<file path="config.mk">
export PLATFORM = sky130hd
export DESIGN_NAME = div_arbiter_flat
export DESIGN_NICKNAME = d
export VERILOG_FILES = /design/src/rtl/div_arb_pkg.sv /design/src/rtl/div_arbiter_if.sv /design/src/rtl/div_arbiter_rr_picker.sv /design/src/rtl/div_arbiter.sv /design/src/flat_wrapper.sv
export SDC_FILE = /design/constraint.sdc
export NUM_CORES = 1
export LEC_CHECK = 0
export CORE_AREA = 2 2 90 92
export CTS_BUF_LIST = sky130_fd_sc_hd__clkbuf_16
export CTS_CLUSTER_DIAMETER = 50
export DETAILED_ROUTE_END_ITERATION = 10
export DIE_AREA = 0 0 92 94
export GPL_TIMING_DRIVEN = 0
export PLACE_DENSITY = 0.81
export RECOVER_POWER = 100
export SLEW_MARGIN = 20
export SYNTH_ARGS = -nofsm -noshare
export SYNTH_HDL_FRONTEND = slang
export SYNTH_SLANG_ARGS = --single-unit
export TNS_END_PERCENT = 10
</file>
<file path="constraint.sdc">
create_clock -name clk -period 8.6 [get_ports clk]
set_clock_uncertainty 0.2 [all_clocks]
set_input_delay 1.29 -clock clk [delete_from_list [all_inputs] [get_ports clk]]
set_output_delay 1.29 -clock clk [all_outputs]
set_load 0.005 [all_outputs]
</file>
<file path="src/rtl/div_arb_pkg.sv">
// Shared types and constants for the divider arbiter.
//   state_e      - arbiter FSM encoding
//   DIV_W        - operand width of the shared restoring divider
//   DIV_LATENCY  - cycles from the div_start cycle to the div_valid cycle
//   DBZ_QUOT     - quotient returned for a zero divisor
//   dbz_rem()    - remainder returned for a zero divisor
package div_arb_pkg;

    typedef enum logic [1:0] {
        ST_IDLE   = 2'd0,
        ST_LAUNCH = 2'd1,
        ST_WAIT   = 2'd2,
        ST_RESP   = 2'd3
    } state_e;

    localparam int unsigned DIV_W       = 8;
    localparam int unsigned DIV_LATENCY = 17;

    localparam logic [DIV_W-1:0] DBZ_QUOT = '1;

    // A zero divisor leaves the whole dividend as the remainder.
    function automatic logic [DIV_W-1:0] dbz_rem(input logic [DIV_W-1:0] x);
        return x;
    endfunction

endpackage

</file>
<file path="src/rtl/div_arbiter_if.sv">
// Bus bundle of the divider arbiter.
//   Requester side : req_valid/req_x/req_y in, req_ready out
//   Response side  : resp_valid/resp_id/resp_quot/resp_rem/resp_err out, resp_ready in
//   Divider side   : div_start/div_x/div_y out, div_valid/div_quot/div_rem in
// Modport slave is the arbiter view; master is the requester/divider view.
interface div_arbiter_if #(
    parameter int unsigned NUM_REQ = 4,
    parameter int unsigned WIDTH   = 8
);
    localparam int unsigned IW = (NUM_REQ > 1) ? $clog2(NUM_REQ) : 1;

    logic [NUM_REQ-1:0]       req_valid;
    logic [NUM_REQ*WIDTH-1:0] req_x;
    logic [NUM_REQ*WIDTH-1:0] req_y;
    logic [NUM_REQ-1:0]       req_ready;

    logic                     resp_valid;
    logic                     resp_ready;
    logic [IW-1:0]            resp_id;
    logic [WIDTH-1:0]         resp_quot;
    logic [WIDTH-1:0]         resp_rem;
    logic                     resp_err;

    logic                     div_start;
    logic [WIDTH-1:0]         div_x;
    logic [WIDTH-1:0]         div_y;
    logic                     div_valid;
    logic [WIDTH-1:0]         div_quot;
    logic [WIDTH-1:0]         div_rem;

    modport slave (
        input  req_valid, req_x, req_y, resp_ready, div_valid, div_quot, div_rem,
        output req_ready, resp_valid, resp_id, resp_quot, resp_rem, resp_err,
               div_start, div_x, div_y
    );

    modport master (
        output req_valid, req_x, req_y, resp_ready, div_valid, div_quot, div_rem,
        input  req_ready, resp_valid, resp_id, resp_quot, resp_rem, resp_err,
               div_start, div_x, div_y
    );

endinterface

</file>
<file path="src/rtl/div_arbiter_rr_picker.sv">
// Combinational round-robin picker: first set bit of req searching upward
// from ptr with wrap-around.
//   req   - request vector
//   ptr   - highest-priority index
//   grant - one-hot grant (all zero when no request)
//   idx   - encoded index of the grant
//   any   - at least one request present
module rr_picker #(
    parameter int unsigned N  = 4,
    parameter int unsigned IW = (N > 1) ? $clog2(N) : 1
) (
    input  logic [N-1:0]  req,
    input  logic [IW-1:0] ptr,
    output logic [N-1:0]  grant,
    output logic [IW-1:0] idx,
    output logic          any
);

    // Walk N positions from ptr; the first hit wins.
    always_comb begin
        int unsigned j;
        grant = '0;
        idx   = '0;
        any   = 1'b0;
        j     = 0;
        for (int unsigned k = 0; k < N; k++) begin
            j = 32'(ptr) + k;
            if (j >= N) begin
                j = j - N;
            end
            if (!any && req[j]) begin
                any      = 1'b1;
                grant[j] = 1'b1;
                idx      = IW'(j);
            end
        end
    end

endmodule

</file>
<file path="src/rtl/div_arbiter.sv">
// Round-robin arbiter sharing one restoring divider between NUM_REQ requesters.
//   clk, rst  - clock and asynchronous active-low reset
//   bus       - div_arbiter_if.slave: request, response and divider channels
// A zero divisor is answered directly with an error response; a divider that
// stays silent for TIMEOUT cycles is abandoned with an error response.
module div_arbiter
    import div_arb_pkg::*;
#(
    parameter int unsigned NUM_REQ = 4,
    parameter int unsigned WIDTH   = DIV_W,
    parameter int unsigned TIMEOUT = 32
) (
    input  logic          clk,
    input  logic          rst,
    div_arbiter_if.slave  bus
);

    localparam int unsigned IW = (NUM_REQ > 1) ? $clog2(NUM_REQ) : 1;
    // An illegal TIMEOUT is clamped so a nominal divider can still succeed.
    localparam int unsigned TMO = (TIMEOUT > DIV_LATENCY) ? TIMEOUT : DIV_LATENCY + 1;
    localparam int unsigned TW  = $clog2(TMO);

    state_e           state, state_next;

    logic [IW-1:0]    rr_ptr, rr_ptr_d;
    logic [IW-1:0]    cur_id, cur_id_d;
    logic [TW-1:0]    timer, timer_d;

    logic             div_start_q, div_start_d;
    logic [WIDTH-1:0] div_x_q, div_x_d;
    logic [WIDTH-1:0] div_y_q, div_y_d;
    logic             resp_valid_q, resp_valid_d;
    logic [WIDTH-1:0] resp_quot_q, resp_quot_d;
    logic [WIDTH-1:0] resp_rem_q, resp_rem_d;
    logic             resp_err_q, resp_err_d;

    logic [NUM_REQ-1:0] pick_grant;
    logic [IW-1:0]      pick_idx;
    logic               pick_any;
    logic [WIDTH-1:0]   pick_x, pick_y;
    logic               timed_out;

    rr_picker #(.N(NUM_REQ), .IW(IW)) u_picker (
        .req   (bus.req_valid),
        .ptr   (rr_ptr),
        .grant (pick_grant),
        .idx   (pick_idx),
        .any   (pick_any)
    );

    assign pick_x    = bus.req_x[32'(pick_idx)*WIDTH +: WIDTH];
    assign pick_y    = bus.req_y[32'(pick_idx)*WIDTH +: WIDTH];
    assign timed_out = (timer == TW'(TMO - 1));

    // Grant is only offered in IDLE and never while reset is applied.
    assign bus.req_ready = (rst && state == ST_IDLE) ? pick_grant : '0;

    // State register.
    always_ff @(posedge clk or negedge rst) begin
        if (!rst) begin
            state <= ST_IDLE;
        end else begin
            state <= state_next;
        end
    end

    // Next-state logic.
    always_comb begin
        state_next = state;
        case (state)
            ST_IDLE: begin
                if (pick_any) begin
                    state_next = (pick_y == '0) ? ST_RESP : ST_LAUNCH;
                end
            end
            ST_LAUNCH: state_next = ST_WAIT;
            ST_WAIT: begin
                if (bus.div_valid || timed_out) begin
                    state_next = ST_RESP;
                end
            end
            ST_RESP: begin
                if (bus.resp_ready) begin
                    state_next = ST_IDLE;
                end
            end
            default: state_next = ST_IDLE;
        endcase
    end

    // Next values of the registered outputs and bookkeeping.
    always_comb begin
        rr_ptr_d     = rr_ptr;
        cur_id_d     = cur_id;
        timer_d      = timer;
        div_start_d  = 1'b0;
        div_x_d      = div_x_q;
        div_y_d      = div_y_q;
        resp_valid_d = resp_valid_q;
        resp_quot_d  = resp_quot_q;
        resp_rem_d   = resp_rem_q;
        resp_err_d   = resp_err_q;
        case (state)
            ST_IDLE: begin
                if (pick_any) begin
                    cur_id_d = pick_idx;
                    rr_ptr_d = (pick_idx == IW'(NUM_REQ - 1)) ? '0 : pick_idx + IW'(1);
                    div_x_d  = pick_x;
                    div_y_d  = pick_y;
                    if (pick_y == '0) begin
                        resp_valid_d = 1'b1;
                        resp_quot_d  = WIDTH'(DBZ_QUOT);
                        resp_rem_d   = WIDTH'(dbz_rem(DIV_W'(pick_x)));
                        resp_err_d   = 1'b1;
                    end else begin
                        div_start_d = 1'b1;
                    end
                end
            end
            ST_LAUNCH: begin
                timer_d = '0;
            end
            ST_WAIT: begin
                timer_d = timer + TW'(1);
                // A result in the timeout cycle still counts as success.
                if (bus.div_valid) begin
                    resp_valid_d = 1'b1;
                    resp_quot_d  = bus.div_quot;
                    resp_rem_d   = bus.div_rem;
                    resp_err_d   = 1'b0;
                end else if (timed_out) begin
                    resp_valid_d = 1'b1;
                    resp_quot_d  = '0;
                    resp_rem_d   = '0;
                    resp_err_d   = 1'b1;
                end
            end
            ST_RESP: begin
                if (bus.resp_ready) begin
                    resp_valid_d = 1'b0;
                end
            end
            default: ;
        endcase
    end

    // Output and datapath registers.
    always_ff @(posedge clk or negedge rst) begin
        if (!rst) begin
            rr_ptr       <= '0;
            cur_id       <= '0;
            timer        <= '0;
            div_start_q  <= 1'b0;
            div_x_q      <= '0;
            div_y_q      <= '0;
            resp_valid_q <= 1'b0;
            resp_quot_q  <= '0;
            resp_rem_q   <= '0;
            resp_err_q   <= 1'b0;
        end else begin
            rr_ptr       <= rr_ptr_d;
            cur_id       <= cur_id_d;
            timer        <= timer_d;
            div_start_q  <= div_start_d;
            div_x_q      <= div_x_d;
            div_y_q      <= div_y_d;
            resp_valid_q <= resp_valid_d;
            resp_quot_q  <= resp_quot_d;
            resp_rem_q   <= resp_rem_d;
            resp_err_q   <= resp_err_d;
        end
    end

    assign bus.div_start  = div_start_q;
    assign bus.div_x      = div_x_q;
    assign bus.div_y      = div_y_q;
    assign bus.resp_valid = resp_valid_q;
    assign bus.resp_id    = cur_id;
    assign bus.resp_quot  = resp_quot_q;
    assign bus.resp_rem   = resp_rem_q;
    assign bus.resp_err   = resp_err_q;

endmodule
</file>
<file path="src/flat_wrapper.sv">
// flat-port wrapper written by rule: the top's interface ports become plain ports
module div_arbiter_flat import div_arb_pkg::*;
#(
    parameter int unsigned NUM_REQ = 4,
    parameter int unsigned WIDTH   = DIV_W,
    parameter int unsigned TIMEOUT = 32
)
  (clk, rst, bus_req_valid, bus_req_x, bus_req_y, bus_resp_ready, bus_div_valid, bus_div_quot, bus_div_rem, bus_req_ready, bus_resp_valid, bus_resp_id, bus_resp_quot, bus_resp_rem, bus_resp_err, bus_div_start, bus_div_x, bus_div_y);
  div_arbiter_if #(.NUM_REQ(NUM_REQ), .WIDTH(WIDTH)) bus_i ();
  input  logic clk;
  input  logic rst;
  input wire logic [$bits(bus_i.req_valid)-1:0] bus_req_valid;
  input wire logic [$bits(bus_i.req_x)-1:0] bus_req_x;
  input wire logic [$bits(bus_i.req_y)-1:0] bus_req_y;
  input wire logic [$bits(bus_i.resp_ready)-1:0] bus_resp_ready;
  input wire logic [$bits(bus_i.div_valid)-1:0] bus_div_valid;
  input wire logic [$bits(bus_i.div_quot)-1:0] bus_div_quot;
  input wire logic [$bits(bus_i.div_rem)-1:0] bus_div_rem;
  output wire logic [$bits(bus_i.req_ready)-1:0] bus_req_ready;
  output wire logic [$bits(bus_i.resp_valid)-1:0] bus_resp_valid;
  output wire logic [$bits(bus_i.resp_id)-1:0] bus_resp_id;
  output wire logic [$bits(bus_i.resp_quot)-1:0] bus_resp_quot;
  output wire logic [$bits(bus_i.resp_rem)-1:0] bus_resp_rem;
  output wire logic [$bits(bus_i.resp_err)-1:0] bus_resp_err;
  output wire logic [$bits(bus_i.div_start)-1:0] bus_div_start;
  output wire logic [$bits(bus_i.div_x)-1:0] bus_div_x;
  output wire logic [$bits(bus_i.div_y)-1:0] bus_div_y;
  assign bus_i.req_valid = bus_req_valid;
  assign bus_i.req_x = bus_req_x;
  assign bus_i.req_y = bus_req_y;
  assign bus_i.resp_ready = bus_resp_ready;
  assign bus_i.div_valid = bus_div_valid;
  assign bus_i.div_quot = bus_div_quot;
  assign bus_i.div_rem = bus_div_rem;
  assign bus_req_ready = bus_i.req_ready;
  assign bus_resp_valid = bus_i.resp_valid;
  assign bus_resp_id = bus_i.resp_id;
  assign bus_resp_quot = bus_i.resp_quot;
  assign bus_resp_rem = bus_i.resp_rem;
  assign bus_resp_err = bus_i.resp_err;
  assign bus_div_start = bus_i.div_start;
  assign bus_div_x = bus_i.div_x;
  assign bus_div_y = bus_i.div_y;
  div_arbiter #(.NUM_REQ(NUM_REQ), .WIDTH(WIDTH), .TIMEOUT(TIMEOUT)) u_core (.clk(clk), .rst(rst), .bus(bus_i));
endmodule
</file>
### Word-level counts from Yosys, hierarchy flattened

Cells that the tools add are included.

* ROM bits: 0
* input bits: 88
* logic and storage cells: 128
* register bits after elaboration: 46
* memories: 0
* RAM bits: 0
* latch bits: 0
* output and inout bits: 41

* add/sub/neg operators: 9
* shift-type cells: 2
* multipliers: 0
* div/mod/pow operators: 0
* reductions and logical operators: 21
* equality and inequality tests: 10
* bitwise gates (word level): 3
* $lt $le $gt $ge: 12
* multiplexer cells: 60

Operators with widths (count)
* 32-bit by 1-bit >= comparator with 1-bit output, second input constant: 4
* 32-bit by 3-bit < comparator with 1-bit output, second input constant: 4
* 32-bit 2-to-1 mux: 4
* 32-bit by 6-bit variable part select with 8-bit output: 2
* 8-bit 2-to-1 mux: 7
* 8-bit case mux with 2 select lines: 2
* 1-bit 2-to-1 mux: 21
* 4-bit 2-to-1 mux: 5
* 2-bit 2-to-1 mux: 9
* 4-bit OR: 3
* 3-bit by 3-bit subtractor with 4-bit output, second input constant: 3
* 5-bit case mux with 2 select lines: 1
* 3-bit >= comparator, second input constant: 3
* 1-bit binary-select mux with 2-bit select: 4
* 1-bit demux with 2-bit select: 4
* 1-bit logical AND: 8
* 8-bit logical NOT: 1
* 2-bit case mux with 4 select lines: 1
* 2-bit by 2-bit adder with 3-bit output, second input constant: 2
* 2-bit == test, second input constant: 3
* 5-bit by 1-bit adder with 5-bit output, second input constant: 1
* 5-bit == test, second input constant: 1
* 5-bit AND reduction: 1
* 2-bit by 1-bit != test with 1-bit output, second input constant: 2
* 17 further kinds: 21

### Longest topological paths before layout

Gate-level depths: netlist (run 1).

* word-level depth: 19
* depth in mapped cells: 16
* gate-level depth less buffers: 11

### By module

A second synthesis (run 1) with hierarchy kept.

* cell total of the unflattened synthesis: 254
* area, all modules: 3047.9 um^2

By module, submodules not included
* div_arbiter: area an instance 2588.7 um^2, cells each 206, times used 1, sequential area each 1151.1 um^2
* rr_picker: area an instance 459.2 um^2, cells each 48, times used 1, sequential area each 0.0 um^2

### Least setup slack after synthesis (run 1)

OpenSTA, ideal clock, no wires.

* kind: input to register
* start point: input bus_req_valid[0]
* end point: register u_core.resp_rem_q[4], in the netlist u_core.bus.resp_rem[4]
* stages: 11
* path buffers: 2
* arrival: 4.030 ns
* slack: 4.243 ns
* setup time: 0.128 ns
* required time: 8.272 ns
* cell sequence: buf_2 mux4_2 nor2b_2 buf_6 nor2_4 mux2_4 a211oi_2 a221oi_2 o41ai_4 nand2_4 mux2_1

* word-level cells in the longest chain between the ends: 16
* elaborated cells between the ends (all ways): 31
* those cells by class: 2 x eq/ne; 2 x shift; 19 x mux; 8 x reduce/logical

RTL lines
* start, declared: RTL line flat_wrapper.sv:12 `input wire logic [$bits(bus_i.req_valid)-1:0] bus_req_valid;`
* 1-bit binary-select mux with 2-bit select: RTL line div_arbiter_rr_picker.sv:31 `if (!any && req[j]) begin`
* 1-bit 2-to-1 mux (implied by the code): RTL line div_arbiter_rr_picker.sv:31
* 1-bit 2-to-1 mux: RTL line div_arbiter_rr_picker.sv:31
* 1-bit logical NOT: RTL line div_arbiter_rr_picker.sv:31
* 1-bit logical AND: RTL line div_arbiter_rr_picker.sv:31
* 1-bit 2-to-1 mux: RTL line div_arbiter_rr_picker.sv:31
* 1-bit logical NOT: RTL line div_arbiter_rr_picker.sv:31
* 1-bit logical AND: RTL line div_arbiter_rr_picker.sv:31
* 1-bit 2-to-1 mux: RTL line div_arbiter_rr_picker.sv:31
* 1-bit logical NOT: RTL line div_arbiter_rr_picker.sv:31
* 1-bit logical AND: RTL line div_arbiter_rr_picker.sv:31
* 2-bit 2-to-1 mux: RTL line div_arbiter_rr_picker.sv:31
* 32-bit by 6-bit variable part select with 8-bit output, on equally long branches: RTL line div_arbiter.sv:52, div_arbiter.sv:51
* 8-bit logical NOT / 8-bit 2-to-1 mux (equally long branches): RTL line div_arbiter.sv:110 `if (pick_y == '0) begin`
* 2-bit != test (no line) / 8-bit 2-to-1 mux (equally long branches)
* 4-bit AND reduction (no line) / 8-bit case mux with 2 select lines (equally long branches)
* end signal, assigned: RTL line div_arbiter.sv:169 `resp_rem_q <= resp_rem_d;`
* end, declared: RTL line div_arbiter.sv:34 `logic [WIDTH-1:0] resp_rem_q, resp_rem_d;`

Several ways; a longest one is shown, not always the timed one. The select of a mux whose other input is x is not followed.
A chain may end at the register's enable or synchronous reset.

### Worst setup path in the final report (run 1)

* start point: input bus_req_valid[1]
* end point: register u_core.resp_err_q, in the netlist u_core.bus.resp_err

* word-level cells in the longest chain between the ends: 16
* elaborated cells between the ends (all ways): 27
* those cells by class: 2 x eq/ne; 1 x shift; 16 x mux; 8 x reduce/logical

RTL lines
* 1-bit binary-select mux with 2-bit select: RTL line div_arbiter_rr_picker.sv:31
* 1-bit 2-to-1 mux (implied by the code): RTL line div_arbiter_rr_picker.sv:31
* 1-bit 2-to-1 mux: RTL line div_arbiter_rr_picker.sv:31
* 1-bit logical NOT: RTL line div_arbiter_rr_picker.sv:31
* 1-bit logical AND: RTL line div_arbiter_rr_picker.sv:31
* 1-bit 2-to-1 mux: RTL line div_arbiter_rr_picker.sv:31
* 1-bit logical NOT: RTL line div_arbiter_rr_picker.sv:31
* 1-bit logical AND: RTL line div_arbiter_rr_picker.sv:31
* 1-bit 2-to-1 mux: RTL line div_arbiter_rr_picker.sv:31
* 1-bit logical NOT: RTL line div_arbiter_rr_picker.sv:31
* 1-bit logical AND: RTL line div_arbiter_rr_picker.sv:31
* 2-bit 2-to-1 mux: RTL line div_arbiter_rr_picker.sv:31
* 32-bit by 6-bit variable part select with 8-bit output: RTL line div_arbiter.sv:52 `assign pick_y = bus.req_y[32'(pick_idx)*WIDTH +: WIDTH];`
* 8-bit logical NOT: RTL line div_arbiter.sv:110
* 2-bit != test (no line)
* 4-bit AND reduction (no line) (*)
* end signal, assigned: RTL line div_arbiter.sv:170 `resp_err_q <= resp_err_d;`
* end, declared: RTL line div_arbiter.sv:35 `logic resp_err_q, resp_err_d;`

Mark *: on every way between the ends. The rest lies on a longest branch, timed or not. The select of a mux whose other input is x is not followed.

==> PnR_summary.wiki, run 1 <==
{| class="wikitable"
! Metric !! Value
|-
| Count of maximum capacitance violations || 2
|-
| Net total in the final layout || 618
|-
| Post-Syn Area per Cell || 8.83 sq um
|-
| Critical path's slowest cell || sky130_fd_sc_hd__o41ai_1
|-
| Cts-stage hold buffer count || 0
|-
| Filler cell count || 653
|-
| Startpoint of the worst register-to-register path || u_core.rr_ptr[0]
|-
| CTS tree || built
|-
| Max incr delay on CP || 1.68 ns
|-
| Post-route setup TNS || 0 ns
|-
| Hold Path Class || reg -> reg
|-
| Number of enable flip-flop cells after synthesis || 0
|-
| Antenna diode instance count || 0
|-
| Global-route wire length before repair || 16500 um
|-
| Startpoint Class || primary input
|-
| WP data required || 8.62 ns
|-
| Main combinational cell family by area after synthesis || compound AO/OA/AOI/OAI gates
|-
| Number of sinks on the clock net || 46
|-
| Kind of critical path || in -> reg
|-
| Worst Max-Slew Pin Slew || 1.94 ns
|-
| Dpl cells || 614
|-
| Iteration-0 DRC Markers || 155
|-
| Number of antenna violations at the first check in global routing || 0
|-
| Number of endpoints failing setup at the final stage || 0
|-
| Chain of cells forming the critical path || dlygate4sd3_1, clkbuf_1, mux2_1, mux2_1, clkbuf_1, nand2_1, o311ai_0, a221oi_1, a41oi_1, o41ai_1, clkbuf_1, a21oi_1, a21oi_1
|-
| Proportion of synthesized chip area in sequential cells || 0.339
|-
| Buffers from clock root to sink, at most || 2
|-
| Upper clock frequency limit || 0.159 GHz
|-
| Post-CTS setup repair buffer count || 0
|-
| DP Area || 4810 sq um
|-
| Number of cells in the finished layout apart from fillers || 622
|-
| Core outline area || 7610 sq um
|-
| FF-to-FF path depth || 16
|-
| Synthesis-to-layout area growth || 44.5%
|-
| Area share of xor/xnor cells in the synthesized design || 0.00258
|-
| Most frequent cell on the critical path || sky130_fd_sc_hd__clkbuf_1
|-
| Total Routed Length || 10200 um
|-
| Die Span X || 92 um
|-
| Yosys warnings || 0
|-
| Worst path arrival time || 6.30 ns
|-
| Synth Net Count || 483
|-
| Floorplan die area || 8650 sq um
|-
| Clock transition at the register clock pins on the worst setup and hold paths after CTS || 0.07 ns
|-
| Dominant cells by area after synthesis || sky130_fd_sc_hd__dfrtp_1 34%, sky130_fd_sc_hd__mux2_2 10%, sky130_fd_sc_hd__mux2i_1 7.4%
|-
| Cell row count || 32
|-
| Largest area contributor in the netlist || sky130_fd_sc_hd__dfrtp_1
|-
| Violated checks || max-capacitance violations, max-slew violations
|-
| Minimum clock period || 6.29 ns
|-
| Overall fraction of global-route tracks in use || 0.237
|-
| Total CTS buffers || 5
|-
| H-tree depth || 2
|-
| Peak supply drop || 164 uV
|-
| Simple-gate area share of the yosys netlist || 0.157
|-
| Fraction of layout instances using a drive strength above 1 || 0.100
|-
| Number of synthesized register bits || 46
|-
| Period utilisation layout || 0.731
|-
| Most frequently used flop master after synthesis || sky130_fd_sc_hd__dfrtp_1
|-
| Area of the mapped netlist || 3390 sq um
|-
| Average via count per standard cell || 5.59
|-
| Last element of the critical path || u_core.bus.resp_err
|-
| Final Hold Fails || 0
|-
| Largest net degree at the start of global routing || 31
|-
| Routed via count || 3474
|-
| I/O Pins || 129
|-
| Antenna Nets Post-Route || 0
|-
| Post-Syn Instances || 384
|-
| Worst setup EP type || flop
|-
| Portion of synthesized cell area occupied by the leading cell type || 0.339
|-
| Count of cells resized by post-cts repair || 0
|-
| DRC errors left || 0
|-
| Result of the run || finished, violations left
|-
| Effective utilization at floorplan || 0.446
|-
| Critical Path Fanout Max || 10
|-
| Number of detailed-routing iterations run before antenna repair || 5
|-
| Yosys cell types || 52
|-
| Number of pins exceeding their max-slew limit in the final report || 42
|-
| Reg2reg end || u_core.bus.resp_err
|-
| Adder-cell share of the synthesized area || 0.0406
|-
| Multiplexer fraction of the synthesized cell area || 0.194
|-
| Worst slew margin relative to its limit || -0.312
|-
| Sum of overflow across all layers after global routing || 0
|-
| Routed wire length per instance || 16.4 um
|-
| Via count of the first global-routing pass || 3546
|-
| Count of buffers inserted at the top-level ports || 127
|-
| Utilization after layout || 0.644
|-
| Setup repair after global routing missed its margin || no
|-
| Worst Setup SP || bus_req_valid[1]
|-
| Chip Height || 94 um
|-
| Root Buffer Master || sky130_fd_sc_hd__clkbuf_16
|-
| Cell area after layout || 4900 sq um
|-
| R2r setup slk || 2.71 ns
|-
| Cell leakage power || 1.98 nW
|-
| Placer congestion estimate || 0.863
|-
| Complex-gate fraction of the synthesized area || 0.211
|-
| Insertion delay of the later-clocked pin in the worst-skew pair || 0.29 ns
|-
| Power density of the placed cells || 356 nW/um^2
|-
| Detailed Place HPWL || 7880 um
|-
| FFs w/ async S/R, synth || 1.00
|}
logic make-up (layout without fill, tap and decap cells):
logic type	count (synthesis)	in the layout
simple gates	114	114
compound gates	108	108
buf+inv	45	181
fa+ha+maj	11	11
xor+xnor	1	1
flops	46	46
mux	59	59
registers in the layout (all words and copies together) (netlist names):
| signal | count |
|---|---|
| u_core.bus.resp_quot | 8 |
| u_core.timer | 5 |
| u_core.bus.resp_rem | 8 |
| u_core.rr_ptr | 2 |
| u_core.bus.resp_err | 1 |
| u_core.state | 2 |
| u_core.bus.div_x | 8 |
| u_core.bus.div_start | 1 |
| u_core.bus.resp_id | 2 |
| u_core.bus.div_y | 8 |
| u_core.bus.resp_valid | 1 |
worst max-delay path, delay by kind of cell:
| kind | cells | cell delay, ns |
|---|---|---|
| buf+inv | 4 | 1.49 |
| simple gates | 1 | 0.11 |
| compound gates | 6 | 2.59 |
| mux | 2 | 0.81 |
power breakdown:
group          switching [W]  internal [W]  leakage [nW]
clock              0.0000837      0.000107        0.0750
combinational       0.000639      0.000541          1.36
sequential         0.0000567      0.000316         0.541
total               0.000779      0.000964          1.98
worst min-delay path by stage:
| stage | start | end | slack [ns] | depth (start not counted) |
|---|---|---|---|---|
| 2_1_floorplan | u_core.bus.div_y[5] | u_core.bus.div_y[5] | 0.27 | 2 |
| 3_3_place_gp | u_core.bus.div_x[1] | u_core.bus.div_x[1] | 0.26 | 2 |
| 3_5_place_dp | u_core.bus.div_x[4] | u_core.bus.div_x[4] | 0.27 | 2 |
| 4_1_cts | u_core.bus.div_x[4] | u_core.bus.div_x[4] | 0.28 | 2 |
| 5_1_grt | u_core.bus.div_x[0] | u_core.bus.div_x[0] | 0.30 | 2 |
| 6_report | u_core.bus.div_y[3] | u_core.bus.div_y[3] | 0.28 | 2 |
metal layers:
| layer | vias up | part of all wire | track usage |
|---|---|---|---|
| met3 | 18 | 0.071 | 0.0538 |
| met2 | 139 | 0.49 | 0.407 |
| met4 | 0 | 0.018 | 0.0684 |
| met1 | 1654 | 0.42 | 0.299 |
| met5 | - | 0 | 0 |
| li1 | 1663 | - | - |
layout by cell type, fill, tap and decap left out, drive strengths merged, types with 3 or more instances in the layout:
cell           netlist  routed
clkdlybuf4s50        0      86
nand2               51      51
dfrtp               46      46
o21ai               43      43
dlygate4sd3          0      40
mux2                32      32
clkbuf              17      30
nor2                27      27
mux2i               25      25
a21oi               23      23
inv                 14      15
ha                  11      11
a41oi                9       9
nand3                8       8
buf                 14       8
nand2b               6       6
a221oi               6       6
a22oi                4       4
nor4                 4       4
nor3                 3       3
o211ai               3       3
nor3b                3       3
o21bai               3       3
nor2b                3       3
cells in the mapped netlist, types with 2 or more instances:
cell type                  instances
sky130_fd_sc_hd__a221o_1           2
sky130_fd_sc_hd__nand3b_1          2
sky130_fd_sc_hd__a32oi_1           2
sky130_fd_sc_hd__nand3_1           8
sky130_fd_sc_hd__a21oi_1          23
sky130_fd_sc_hd__o21ai_0          43
sky130_fd_sc_hd__buf_1             4
sky130_fd_sc_hd__a41oi_1           9
sky130_fd_sc_hd__o211ai_1          3
sky130_fd_sc_hd__or4_1             2
sky130_fd_sc_hd__o21bai_1          3
sky130_fd_sc_hd__ha_1             11
sky130_fd_sc_hd__nor4_1            4
sky130_fd_sc_hd__nor3b_1           3
sky130_fd_sc_hd__nand2b_1          6
sky130_fd_sc_hd__nand2_1          50
sky130_fd_sc_hd__o31ai_1           2
sky130_fd_sc_hd__buf_2             9
sky130_fd_sc_hd__o22ai_1           2
sky130_fd_sc_hd__mux2_2           30
sky130_fd_sc_hd__a22oi_1           4
sky130_fd_sc_hd__dfrtp_1          46
sky130_fd_sc_hd__mux4_2            2
sky130_fd_sc_hd__inv_1            13
sky130_fd_sc_hd__nor2b_1           2
sky130_fd_sc_hd__nor3_1            3
sky130_fd_sc_hd__clkbuf_1         17
sky130_fd_sc_hd__mux2i_1          25
sky130_fd_sc_hd__nor2_1           26
sky130_fd_sc_hd__a221oi_1          5
sky130_fd_sc_hd__or2_2             2
cell type report:
| class | instances | area (sq um) | area share |
|---|---|---|---|
| well taps | 102 | 128 | 0.0260 |
| clock buffers | 5 | 125 | 0.0255 |
| clock inverters | 3 | 17.5 | 0.00357 |
| flip-flops and latches | 46 | 1150 | 0.235 |
| inverters | 14 | 52.6 | 0.0107 |
| multi-input cells | 293 | 2030 | 0.414 |
| plain buffers | 31 | 131 | 0.0268 |
| repair buffers | 128 | 1270 | 0.259 |
metrics by stage:
stage | hold slack [ns] | power, W | worst slack (ns)
final | 0.277 | 0.00174 | 2.31
after global placement | 0.263 | 0.00156 | 2.72
after floorplan | 0.273 | 0.00116 | 4.24
after detailed placement | 0.269 | 0.00160 | 3.19
after CTS | 0.283 | 0.00180 | 3.38
after global routing | 0.303 | 0.00188 | 2.04
No activity file was read; power rests on OpenSTA's default activity.
==> run 2, diff against run 1 <==
==> constraint.sdc (replaced) <==
create_clock -name clk -period 5.9 [get_ports clk]
set_clock_uncertainty 0.2 [all_clocks]
set_input_delay 0.885 -clock clk [delete_from_list [all_inputs] [get_ports clk]]
set_output_delay 0.885 -clock clk [all_outputs]
set_load 0.005 [all_outputs]
==> PnR_summary.wiki, run 2 (synthesized netlist as in run 1, its figures left out) <==
{| class="wikitable"
! Metric !! Value
|-
| Cell area after layout || 4920 sq um
|-
| Count of buffers inserted at the top-level ports || 127
|-
| Routed via count || 3493
|-
| Violated checks || max-capacitance violations, max-slew violations
|-
| Number of pins exceeding their max-slew limit in the final report || 31
|-
| DP Area || 4810 sq um
|-
| Number of sinks on the clock net || 46
|-
| Sum of overflow across all layers after global routing || 0
|-
| Upper clock frequency limit || 0.194 GHz
|-
| Worst Max-Slew Pin Slew || 1.58 ns
|-
| Total Routed Length || 10200 um
|-
| Hold Path Class || reg -> reg
|-
| I/O Pins || 129
|-
| Leading cell types in the layout, fill and taps excluded || 84 x sky130_fd_sc_hd__clkdlybuf4s50_1, 50 x sky130_fd_sc_hd__nand2_1, 46 x sky130_fd_sc_hd__dfrtp_1
|-
| Post-route setup TNS || 0 ns
|-
| Average via count per standard cell || 5.62
|-
| DRC errors left || 0
|-
| Cell row count || 32
|-
| Via count of the first global-routing pass || 3546
|-
| Iteration-0 DRC Markers || 161
|-
| Critical Path Fanout Max || 12
|-
| Synthesis-to-layout area growth || 45.1%
|-
| Number of cells in the finished layout apart from fillers || 622
|-
| Number of endpoints failing setup at the final stage || 0
|-
| Cts-stage hold buffer count || 0
|-
| Antenna diode instance count || 0
|-
| Global-route wire length before repair || 16500 um
|-
| Power density of the placed cells || 520 nW/um^2
|-
| Dpl cells || 614
|-
| Insertion delay of the later-clocked pin in the worst-skew pair || 0.29 ns
|-
| Detailed Place HPWL || 7880 um
|-
| Floorplan die area || 8650 sq um
|-
| FF-to-FF path depth || 12
|-
| Die Span X || 92 um
|-
| Minimum clock period || 5.15 ns
|-
| Largest net degree at the start of global routing || 31
|-
| Cell leakage power || 2.01 nW
|-
| H-tree depth || 2
|-
| Kind of critical path || reg -> reg
|-
| Final Hold Fails || 0
|-
| Core outline area || 7610 sq um
|-
| Worst setup EP type || flop
|-
| Startpoint Class || flop
|-
| Number of antenna violations at the first check in global routing || 0
|-
| Total CTS buffers || 5
|-
| Commonest non-fill, non-tap cell in the layout || sky130_fd_sc_hd__clkdlybuf4s50_1
|-
| Number of detailed-routing iterations run before antenna repair || 5
|-
| Placer congestion estimate || 0.863
|-
| Worst slew margin relative to its limit || -0.0562
|-
| Setup repair after global routing missed its margin || no
|-
| Antenna Nets Post-Route || 0
|-
| Fraction of layout instances using a drive strength above 1 || 0.106
|-
| Count of maximum capacitance violations || 1
|-
| Net total in the final layout || 618
|-
| Result of the run || finished, violations left
|-
| CTS tree || built
|-
| Post-layout power || 0.00256 W
|-
| Period utilisation layout || 0.872
|-
| Effective utilization at floorplan || 0.446
|-
| Count of cells resized by post-cts repair || 0
|-
| Post-CTS setup repair buffer count || 0
|-
| Chip Height || 94 um
|-
| Routed wire length per instance || 16.4 um
|-
| Hold Crit Depth || 2
|-
| Peak supply drop || 238 uV
|-
| Filler cell count || 651
|-
| Utilization after layout || 0.647
|-
| Clock transition at the register clock pins on the worst setup and hold paths after CTS || 0.06 ns
|-
| Overall fraction of global-route tracks in use || 0.237
|-
| WP data required || 5.88 ns
|-
| Root Buffer Master || sky130_fd_sc_hd__clkbuf_16
|-
| Worst path arrival time || 5.12 ns
|-
| Buffers from clock root to sink, at most || 2
|}
==> run 2: power breakdown <==
group / switching [W] / internal (W)
logic: 0.000940 / 0.000795
registers: 0.0000828 / 0.000461
clock network: 0.000123 / 0.000156
total: 0.00115 / 0.00141
==> run 2: worst max-delay path: stages (launching register included) <==
cell and delay [ns]:
sky130_fd_sc_hd__dfrtp_1 0.48, sky130_fd_sc_hd__clkbuf_1 0.36, sky130_fd_sc_hd__inv_1 0.32, sky130_fd_sc_hd__ha_1 0.38, sky130_fd_sc_hd__buf_2 0.20, sky130_fd_sc_hd__mux4_2 0.61
sky130_fd_sc_hd__o2111a_1 0.34, sky130_fd_sc_hd__clkbuf_1 0.29, sky130_fd_sc_hd__a221oi_1 0.33, sky130_fd_sc_hd__a41oi_1 0.17, sky130_fd_sc_hd__o41ai_4 0.81, sky130_fd_sc_hd__nand2_4 0.20
sky130_fd_sc_hd__mux2_1 0.35
==> run 2: worst paths after layout <==
kind,start,end,slack (ns)
setup / recovery,u_core.rr_ptr[0],u_core.bus.resp_rem[4],0.75
hold / removal,u_core.bus.div_y[3],u_core.bus.div_y[3],0.28
setup reg to reg,u_core.rr_ptr[0],u_core.bus.resp_rem[4],0.75
min in group asynchronous,rst,u_core.bus.resp_quot[0],0.78
max in group asynchronous,rst,u_core.bus.div_y[4],3.15
hold reg to reg,u_core.bus.div_y[3],u_core.bus.div_y[3],0.28
==> run 2: cell type report <==
type,count,area (sq um),area share
Sequential cell,46,1150,0.234
Tap cell,102,128,0.0259
Multi-Input combinational cell,293,2040,0.415
Clock inverter,3,17.5,0.00356
Inverter,14,52.6,0.0107
Clock buffer,5,125,0.0254
Buffer,31,134,0.0272
Timing Repair Buffer,128,1270,0.258
==> run 2: stage by stage <==
step / hold WS (ns) / setup WS [ns]
2_1_floorplan: 0.273 / 1.84
3_3_place_gp: 0.263 / 0.828
3_5_place_dp: 0.269 / 0.900
4_1_cts: 0.283 / 1.12
5_1_grt: 0.303 / 0.443
6_report: 0.277 / 0.755
==> run 2: layer usage <==
metal | track usage | wire (um)
met1 | 0.299 | 4200
met3 | 0.0538 | 746
met5 | 0 | 0
met2 | 0.407 | 5040
met4 | 0.0684 | 199
==> run 3, diff against run 2 <==
--- a/config.mk
+++ b/config.mk
@@ -6,7 +6,6 @@
 export NUM_CORES = 1
 export LEC_CHECK = 0
 export CORE_AREA = 2 2 90 92
-export CTS_BUF_LIST = sky130_fd_sc_hd__clkbuf_16
 export CTS_CLUSTER_DIAMETER = 50
 export DETAILED_ROUTE_END_ITERATION = 10
 export DIE_AREA = 0 0 92 94
==> PnR_summary.wiki, run 3 (synthesized netlist as in run 1, its figures left out) <==
{| class="wikitable"
! Metric !! Value
|-
| Result of the run || finished, violations left
|-
| Violated checks || max-capacitance violations, max-slew violations
|-
| Number of cells in the finished layout apart from fillers || 622
|-
| Routed via count || 3440
|-
| Dpl cells || 614
|-
| Cell leakage power || 1.98 nW
|-
| Chip Height || 94 um
|-
| Logic gate share of total power || 0.701
|-
| Worst slew margin relative to its limit || -0.0676
|-
| Internal power contribution || 0.00134 W
|-
| Number of pins exceeding their max-slew limit in the final report || 31
|-
| Startpoint Class || flop
|-
| Count of maximum capacitance violations || 1
|-
| CTS tree || built
|-
| Switching portion of total power || 0.456
|-
| Fraction of layout instances using a drive strength above 1 || 0.108
|-
| Die Span X || 92 um
|-
| Kind of critical path || reg -> reg
|-
| Floorplan die area || 8650 sq um
|-
| Average via count per standard cell || 5.53
|-
| Leading cell types in the layout, fill and taps excluded || 84 x sky130_fd_sc_hd__clkdlybuf4s50_1, 50 x sky130_fd_sc_hd__nand2_1, 46 x sky130_fd_sc_hd__dfrtp_1
|-
| Routed wire length per instance || 16.0 um
|-
| Crit path setup slack, layout || 0.747 ns
|-
| Total Routed Length || 9980 um
|-
| Period utilisation layout || 0.873
|-
| Post-layout power || 0.00246 W
|-
| Sw power || 0.00112 W
|-
| Largest net degree at the start of global routing || 31
|-
| Total CTS buffers || 5
|-
| Root Buffer Master || sky130_fd_sc_hd__clkbuf_8
|-
| Post-route setup TNS || 0 ns
|-
| Sum of overflow across all layers after global routing || 0
|-
| Met1 Resource Use GR || 0.296
|-
| Buffers from clock root to sink, at most || 2
|-
| Core outline area || 7610 sq um
|-
| Count of cells resized by post-cts repair || 0
|-
| Power density of the placed cells || 506 nW/um^2
|-
| Minimum clock period || 5.15 ns
|-
| Net total in the final layout || 618
|-
| Final Hold Fails || 0
|-
| Post-CTS setup repair buffer count || 0
|-
| Hold WS || 0.278 ns
|-
| Met3 global-route usage || 0.0538
|-
| WP data required || 5.89 ns
|-
| Number of antenna violations at the first check in global routing || 0
|-
| Clock transition at the register clock pins on the worst setup and hold paths after CTS || 0.09 ns
|-
| Antenna Nets Post-Route || 0
|-
| Overall fraction of global-route tracks in use || 0.232
|-
| Peak supply drop || 227 uV
|-
| Met2 demand-to-capacity share in global routing || 0.395
|-
| Clock Power Share || 0.079
|-
| DRC errors left || 0
|-
| Number of sinks on the clock net || 46
|-
| Setup repair after global routing missed its margin || no
|-
| Iteration-0 DRC Markers || 204
|-
| Most congested layer reported by global routing || met2
|-
| Synthesis-to-layout area growth || 43.4%
|-
| Cts-stage hold buffer count || 0
|-
| Commonest non-fill, non-tap cell in the layout || sky130_fd_sc_hd__clkdlybuf4s50_1
|-
| Cell row count || 32
|-
| Antenna diode instance count || 0
|-
| H-tree depth || 2
|-
| Via count of the first global-routing pass || 3510
|-
| Upper clock frequency limit || 0.194 GHz
|-
| Detailed Place HPWL || 7880 um
|-
| Global-route wire length before repair || 16300 um
|-
| Insertion delay of the later-clocked pin in the worst-skew pair || 0.30 ns
|-
| Critical Path Fanout Max || 12
|-
| Worst Max-Slew Pin Slew || 1.60 ns
|-
| Count of buffers inserted at the top-level ports || 127
|-
| Placer congestion estimate || 0.863
|-
| Number of endpoints failing setup at the final stage || 0
|-
| Share of total power in sequential cells || 0.220
|-
| I/O Pins || 129
|-
| Worst setup EP type || flop
|-
| Post-place setup slack || 0.900 ns
|-
| Number of detailed-routing iterations run before antenna repair || 5
|-
| Worst path arrival time || 5.14 ns
|-
| Hold Path Class || reg -> reg
|-
| Effective utilization at floorplan || 0.446
|}
==> run 3: path summary, 6_finish.rpt <==
| path | start | to | slack [ns] | depth (start not counted) |
|---|---|---|---|---|
| worst max-delay path | u_core.rr_ptr[0] | u_core.bus.resp_rem[4] | 0.75 | 12 |
| worst min-delay path | u_core.bus.div_x[4] | u_core.bus.div_x[4] | 0.28 | 2 |
| worst max register to register | u_core.rr_ptr[0] | u_core.bus.resp_rem[4] | 0.75 | 12 |
| worst min register to register | u_core.bus.div_x[4] | u_core.bus.div_x[4] | 0.28 | 2 |
| max in group asynchronous | rst | u_core.bus.div_y[6] | 3.16 | 2 |
| min in group asynchronous | rst | u_core.bus.resp_quot[0] | 0.77 | 1 |
==> run 3: power by group through the flow <==
stage | Clock [W] | Combinational [W] | Sequential (W)
floorplan | 0 | 0.00115 | 0.000549
global placement | 0 | 0.00172 | 0.000549
detailed placement | 0 | 0.00177 | 0.000554
CTS | 0.000196 | 0.00178 | 0.000549
global route | 0.000212 | 0.00190 | 0.000561
finish | 0.000194 | 0.00173 | 0.000542
==> run 3: worst max-delay path: stages (launching register included) <==
cell	delay [ns]
sky130_fd_sc_hd__dfrtp_1	0.48
sky130_fd_sc_hd__clkbuf_1	0.36
sky130_fd_sc_hd__inv_1	0.32
sky130_fd_sc_hd__ha_1	0.38
sky130_fd_sc_hd__buf_2	0.20
sky130_fd_sc_hd__mux4_2	0.60
sky130_fd_sc_hd__o2111a_1	0.35
sky130_fd_sc_hd__clkbuf_1	0.29
sky130_fd_sc_hd__a221oi_1	0.33
sky130_fd_sc_hd__a41oi_1	0.17
sky130_fd_sc_hd__o41ai_4	0.81
sky130_fd_sc_hd__nand2_4	0.20
sky130_fd_sc_hd__mux2_1	0.35
==> run 3: layout make-up <==
cell class	instances	area [sq um]
Tap cell	102	128
Clock inverter	2	13.8
Sequential cell	46	1150
Clock buffer	6	72.6
Inverter	14	52.6
Buffer	31	134
Timing Repair Buffer	128	1270
Fill cell	658	2740
Multi-Input combinational cell	293	2040
==> run 3: per-stage QoR <==
stage | instance area [sq um] | utilization
after floorplan | 3390 | -
after global placement | 4790 | 0.630
after detailed placement | 4810 | 0.633
after CTS | 4900 | 0.644
after global routing | 4860 | 0.639
final | 4860 | 0.639
==> run 3: layer usage <==
| metal | share of wire | routed length (um) |
|---|---|---|
| met5 | 0 | 0 |
| met4 | 0.015 | 148 |
| met3 | 0.075 | 747 |
| met2 | 0.49 | 4870 |
| met1 | 0.42 | 4220 |
